==> src/rtl/period_meter.sv <==
// period_meter
//
// Measures a slow periodic input in in_clk cycles. For each complete cycle
// of sig_in (rising edge to rising edge) it reports the full period and the
// number of cycles the signal was high. Both results update together with a
// one-cycle period_valid strobe. If no rising edge arrives within MAX_PERIOD
// cycles of the last counted edge, stalled is raised. It stays high until the
// next valid measurement.
//
// Ports
//   in_clk        system clock; all logic on its rising edge
//   rst_n         asynchronous active-low reset
//   sig_in        measured signal, asynchronous to in_clk
//   period        cycles between the last two rising edges (registered)
//   high_time     cycles sig_in was high within that period (registered)
//   period_valid  one-cycle pulse when period/high_time update
//   stalled       set on timeout, cleared by the next valid measurement
//
// The FSM state is held in the register 'state' (IDLE/ARM/MEASURE). Checkers
// and probes can observe it there.

module period_meter #(
  parameter int WIDTH      = 27,
  parameter int MAX_PERIOD = 100_000_000
) (
  input  logic             in_clk,
  input  logic             rst_n,
  input  logic             sig_in,
  output logic [WIDTH-1:0] period,
  output logic [WIDTH-1:0] high_time,
  output logic             period_valid,
  output logic             stalled
);

  typedef enum logic [1:0] {
    IDLE    = 2'd0,
    ARM     = 2'd1,
    MEASURE = 2'd2
  } state_t;

  localparam logic [WIDTH-1:0] ONE     = {{(WIDTH-1){1'b0}}, 1'b1};
  localparam logic [WIDTH-1:0] MAX_CNT = WIDTH'(MAX_PERIOD);

  state_t           state;
  logic             s1;
  logic             s2;
  logic             s3;
  logic [1:0]       prime;
  logic [WIDTH-1:0] cnt;
  logic [WIDTH-1:0] hcnt;
  logic             rise;

  // s2 is the synchronized level. s3 delays it once more so that a rising
  // edge is seen for exactly one cycle.
  assign rise = s2 & ~s3;

  // 'prime' marks when s2 holds a real sample rather than its reset zero.
  // Without it, IDLE would read that reset zero as "input is low". A signal
  // already high at reset release would then be counted as a rising edge.
  always_ff @(posedge in_clk or negedge rst_n) begin
    if (!rst_n) begin
      s1    <= 1'b0;
      s2    <= 1'b0;
      s3    <= 1'b0;
      prime <= 2'b00;
    end else begin
      s1    <= sig_in;
      s2    <= s1;
      s3    <= s2;
      prime <= {prime[0], 1'b1};
    end
  end

  always_ff @(posedge in_clk or negedge rst_n) begin
    if (!rst_n) begin
      state        <= IDLE;
      cnt          <= '0;
      hcnt         <= '0;
      period       <= '0;
      high_time    <= '0;
      period_valid <= 1'b0;
      stalled      <= 1'b0;
    end else begin
      period_valid <= 1'b0;
      case (state)
        // Wait for a genuinely low input. Then the next rising edge is a
        // real edge.
        IDLE: begin
          if (prime[1] && !s2) begin
            state <= ARM;
          end
        end

        // The first edge only starts counting. The rising-edge cycle is
        // itself a high cycle, so both counters start at 1.
        ARM: begin
          if (rise) begin
            state <= MEASURE;
            cnt   <= ONE;
            hcnt  <= ONE;
          end
        end

        MEASURE: begin
          // If an edge and the limit arrive together, the edge wins. The
          // result is a valid measurement with period == MAX_PERIOD.
          if (rise) begin
            period       <= cnt;
            high_time    <= hcnt;
            period_valid <= 1'b1;
            stalled      <= 1'b0;
            cnt          <= ONE;
            hcnt         <= ONE;
          end else if (cnt == MAX_CNT) begin
            // On timeout, period and high_time keep their last results.
            stalled <= 1'b1;
            state   <= IDLE;
          end else begin
            cnt  <= cnt + ONE;
            hcnt <= hcnt + {{(WIDTH-1){1'b0}}, s2};
          end
        end

        default: begin
          state <= IDLE;
        end
      endcase
    end
  end

endmodule

==> config.mk <==
export PLATFORM = sky130hd
export DESIGN_NAME = period_meter
export DESIGN_NICKNAME = d
export VERILOG_FILES = /design/src/rtl/period_meter.sv
export SDC_FILE = /design/constraint.sdc
export NUM_CORES = 1
export LEC_CHECK = 0
export CORE_ASPECT_RATIO = 1.25
export CORE_UTILIZATION = 48
export DETAILED_ROUTE_END_ITERATION = 16
export PLACE_DENSITY = 0.69
export SYNTH_ARGS = -nofsm -noshare
export SYNTH_HDL_FRONTEND = slang
export SYNTH_SLANG_ARGS = --single-unit
==> constraint.sdc <==
create_clock -name in_clk -period 2.8 [get_ports in_clk]
set_input_delay 0.7 -clock in_clk [delete_from_list [all_inputs] [get_ports in_clk]]
set_output_delay 0.7 -clock in_clk [all_outputs]
set_load 0.005 [all_outputs]
==> flow_metrics.tcl <==
set metrics [dict create \
    layout.nets 576 \
    hold_path.class "input pin to async pin" \
    finalHoldViolCount 0 \
    crit_path_max_incr_delay_ns 0.65 \
    synthFlopType "dfrtp_1" \
    overflow 0 \
    postRouteAntennaNets 0 \
    routedWlPerCell_microns 18.2 \
    power.density_mw_per_mm2 692 \
    drive_gt1_frac 0.179 \
    h-tree-depth 4 \
    worst_slack_ns 0.359 \
    stdcell_area_sq_mm 0.00683 \
    drt_iter0_drc 277 \
    seqCellArea_sq_mm 0.00293 \
    ys_types 53 \
    preCtsSetupSlack_ns 0.379 \
    switching_share 0.280 \
    power_mw 4.72 \
    grt_pass1_wl_microns 22100 \
    placed_cell_area_sq_mm 0.00629 \
    slew_headroom 0.605 \
    grt_max_degree 51 \
    final.setup.tns_ns 0 \
    leakage_nw 3.06 \
    vias 4404 \
    layout_common_cells "117 x dfrtp_1, 57 x clkdlybuf4s50_1, 54 x mux2_2" \
    cts_buffer_depth 2 \
    coreArea_sq_mm 0.0111 \
    postCtsHoldBufs 0 \
    drcViolationCount 6 \
    cp-start-kind "register" \
    synth_warnings 0 \
    die_h_microns 122 \
    comb_power_share 0.176 \
    worst_slew_pin_slew_ns 0.587 \
    p_switching_mw 1.32 \
    pwr-share-clk 0.417 \
    fmax_mhz 410 \
    syn-num-nets 515 \
    fill_cells 914 \
    p_int_mw 3.40 \
    min_period_ns 2.44 \
    finalCritPeriodShare 0.872 \
    report.final.slew_viol_count 0 \
    post-route-util 0.613 \
    final_common_cell "dfrtp_1" \
    path_clk_slew_ns 0.05 \
    clkLatencyLatePin_ns 0.42 \
    worst_ep_required_time_ns 3.16 \
    end_kind "register" \
    rows 43 \
    die_area_sq_mm 0.0119 \
    first_pass_iters 11 \
    ir_drop_mv 0.436 \
    clkSinkCount 117 \
    dp_cells 685 \
    maxCapViolations 0 \
    final_cells 715 \
    cts_tree "done" \
    gp_congestion 0.889 \
    ys_seq_elements 117 \
    n_antenna_cell 0 \
    post_cts_buffers 0 \
    setup_viol 0 \
    grt_pass1_vias 4449 \
    critical_path_class "register to register" \
    place_hpwl_microns 8710 \
    cp_slowest_cell "or4_1" \
    area_growth_pct 23.7 \
    die_w_microns 97.9 \
    root_buffer "clkbuf_16" \
    pin_count 59 \
    async_reset_ff_frac 1.00 \
    cp_max_fo 9 \
    rsz0062_at_grt "no" \
    numCtsBuffers 17 \
    power_frac_seq 0.407 \
    grtUsageTotal 0.240 \
    postSynthCellCount 508 \
    violations "DRC" \
    grt_antenna_before_repair 0 \
    synth_largest_area_cell "dfrtp_1" \
    io_buffers 58 \
    wl_microns 13000 \
    critPathArrivalTime_ns 2.80 \
    yosys.area.top_type_share 0.530 \
    ys_seq_area_frac 0.530 \
    finClkSkew_ns 0.00878 \
    synth_area_sq_mm 0.00552 \
    ctsResizeCount 0 \
    hold_ws_ns 0.237 \
    cp_top_family "simple AND/OR/NAND/NOR gates" \
    avgViaCountPerCell 6.16 \
    synth_edf_count 0 \
    syn_area_per_cell_sq_um 10.9 \
    multiInputGateArea_sq_mm 0.00242 \
    crit_buf_inv 0 \
    crit_chain "ha_1 -> ha_1 -> nand3_1 -> or4_1 -> or4_1 -> nor3_1 -> a211o_1" \
    synth_area_leaders "dfrtp_1 53%, mux2_2 11%, a31oi_1 4.1%" \
    outcome "finished with violations" \
    start_util 0.496 \
]
## kinds of logic after synthesis
| group | share of synthesized area |
|---|---|
| and+or+nand+nor | 0.177 |
| AOI/OAI and AO/OA | 0.134 |
| muxes | 0.116 |
| DFF | 0.530 |
| buffers and inverters | 0.0340 |
| adders and majority gates | 0.00906 |
| other | 0.000679 |
## power groups by stage
stage | clock network (mW) | registers, mW | logic (mW)
2_1_floorplan | 0 | 1.91 | 0.531
3_3_place_gp | 0 | 1.94 | 0.812
5_1_grt | 2.07 | 1.94 | 0.911
4_1_cts | 2.00 | 1.92 | 0.829
3_5_place_dp | 0 | 1.95 | 0.824
6_report | 1.97 | 1.92 | 0.831
## state kept, by name, indices dropped and copies added (netlist names), 2 cells and up
name       flops
cnt           27
hcnt          27
high_time     27
period        27
prime          2
state          2
## layout make-up
type,count,area share
Sequential cell,117,0.429
Multi-Input combinational cell,347,0.354
Timing Repair Buffer,74,0.108
Clock buffer,25,0.0711
Tap cell,135,0.0247
Clock inverter,5,0.00733
Inverter,12,0.00659
## cells in the mapped netlist (3+ instances only)
| cell | number |
|---|---|
| a21oi_1 | 11 |
| or3_1 | 4 |
| nor4_1 | 11 |
| inv_1 | 11 |
| o21ai_0 | 9 |
| nand3_1 | 26 |
| nand2_1 | 39 |
| mux2_2 | 54 |
| and4_1 | 4 |
| clkbuf_1 | 25 |
| or4_1 | 7 |
| a32oi_1 | 5 |
| nand4b_1 | 3 |
| and3_1 | 22 |
| dfrtp_1 | 117 |
| buf_2 | 3 |
| a41oi_1 | 6 |
| a211o_1 | 8 |
| ha_1 | 4 |
| nor2_1 | 24 |
| o31ai_1 | 7 |
| nor2b_1 | 3 |
| a31oi_1 | 36 |
| mux2i_1 | 3 |
| nor3_1 | 8 |
| a22o_1 | 3 |
| nand4_1 | 18 |
## final timing paths
kind | end | depth (start not counted) | slack (ns) | startpoint
max reg2reg | hcnt[26] | 7 | 0.36 | s2
max in group asynchronous | state[1] | 2 | 1.97 | rst_n
min in group in_clk | prime[1] | 0 | 0.36 | prime[0]
max | hcnt[26] | 7 | 0.36 | s2
min reg2reg | prime[1] | 0 | 0.36 | prime[0]
min | hcnt[15] | 1 | 0.24 | rst_n
## per-layer routing
metal	vias to the layer above	track usage	wire, microns
met5	-	0	0
met1	2166	0.289	5480
met2	152	0.399	6550
li1	2055	-	-
met4	0	0.135	331
met3	31	0.0539	642
No activity file was read; power rests on OpenSTA's default activity.
==> RTL edit (same flow settings) <==
Encoding of `state_t`: now one-hot (3 bits for 3 states).
--- a/src/rtl/period_meter.sv
+++ b/src/rtl/period_meter.sv
@@ -33,8 +33,8 @@
 );
 
-  typedef enum logic [1:0] {
-    IDLE    = 2'd0,
-    ARM     = 2'd1,
-    MEASURE = 2'd2
+  typedef enum logic [2:0] {
+    IDLE    = 3'b001,
+    ARM     = 3'b010,
+    MEASURE = 3'b100
   } state_t;
 
Behaviour: same outputs for any inputs over 10 cycles, from zero or initial values and one cycle with rst_n low; not proved beyond that.
==> RTL edit against the original RTL <==
  * Wire length fell by 4.6%
  * Sequential cell count rose by 1
  * Worst setup slack improved by 230 ps
  * Final area fell by 1.1%
  * Synthesized area fell by 2.3%
  * Fmax rose by 10%
  * Critical path type unchanged
  * Largest cell class unchanged
  * Highest routed layer unchanged
Power is not compared: it rests on default switching activity, and its combinational part moved more than twofold at a synthesized area within 25%.
==> RTL edit: results <==
set metrics [dict create \
    maxCapViolations 0 \
    crit_arrival_ps 2490 \
    antenna_found_initial 0 \
    grt_pass1_wl_um 21100 \
    nFillCells 863 \
    drtIter0Drc 167 \
    cp_max_fo 16 \
    clk_pin_slew_ps 50 \
    met2_usage 0.387 \
    grt_util_met1 0.274 \
    grt_max_degree 64 \
    grt_use_met3 0.0572 \
    status "finished, final reports clean" \
    via_per_inst 5.68 \
    skew_ps 7.94 \
    place_ws_ps 624 \
    dpl.cell_count 754 \
    drive_gt1_frac 0.0887 \
    track_usage 0.226 \
    syn_area_per_cell_um2 9.30 \
    drt_wl_total_um 12400 \
    worstMarginPinSlew_ps 786 \
    synth_edf_count 0 \
    dpl_cell_area_um2 6130 \
    synth_common_cells "176 x nand2_1, 117 x dfrtp_1, 28 x a21oi_1, 28 x o21ai_0, 26 x nand3_1" \
    cpPeakStageDelay_ps 410 \
    ys_seq_area_frac 0.548 \
    grt_pass1_vias 4495 \
    ys.flop_type "dfrtp_1" \
    gp_congestion 0.804 \
    ys_top_cells_by_area "dfrtp_1 54%, nand2_1 12%, a21oi_1 2.6%" \
    firstDrtPassIters 5 \
    synth_fp_nets 587 \
    wl_per_cell_um 15.8 \
    layout.nets 648 \
    slowest_stage "dfrtp_1" \
    place_hpwl_um 8130 \
]
==> RTL edit: kinds of logic (layout without fill, tap and decap cells) <==
kind of cell    count (synthesis)  after routing  share of synthesized area
buf+inv                        37            111                     0.0295
simple gates                  318            318                      0.292
flops                         118            118                      0.548
xor+xnor                       13             13                     0.0211
other cells                     1              1                   0.000695
compound gates                 86             86                     0.0942
mux                             3              3                    0.00557
fa+ha+maj                       4              4                    0.00928
==> RTL edit: final cells by class <==
class | count | area [µm²] | share of cell area
clock inverter | 9 | 148 | 0.0219
multi-input combinational | 425 | 2290 | 0.339
sequential | 118 | 2950 | 0.437
timing repair buffer | 68 | 678 | 0.100
inverter | 11 | 41.3 | 0.00611
tap | 132 | 165 | 0.0245
clock buffer | 23 | 478 | 0.0708
==> RTL edit: final timing paths <==
path	startpoint	end	slack (ps)	depth (start not counted)
worst max-delay path	cnt[1]	cnt[2]	590	9
worst min-delay path	rst_n	high_time[6]	320	1
worst max register to register	cnt[1]	cnt[2]	590	9
worst min register to register	prime[0]	prime[1]	350	0
max in group asynchronous	rst_n	state[0]	1770	2
min in group in_clk	prime[0]	prime[1]	350	0
==> RTL edit: per-layer routing <==
metal | up-vias | part of all wire | routed length (µm)
li1 | 2129 | - | -
met1 | 2223 | 0.43 | 5380
met2 | 99 | 0.52 | 6460
met3 | 11 | 0.034 | 422
met4 | 0 | 0.012 | 144
met5 | - | 0 | 0
==> RTL edit: power by group <==
group          total, mW  internal [mW]  switching (mW)
clock               2.30           1.55           0.745
sequential          1.75           1.73          0.0230
combinational      0.110         0.0371          0.0729
==> RTL edit: worst max-delay path: cells and delay by family (launching register included) <==
kind,cells,cell delay (ps)
simple gates,3,720
flops,1,410
compound gates,2,330
buf+inv,3,460
fa+ha+maj,1,150
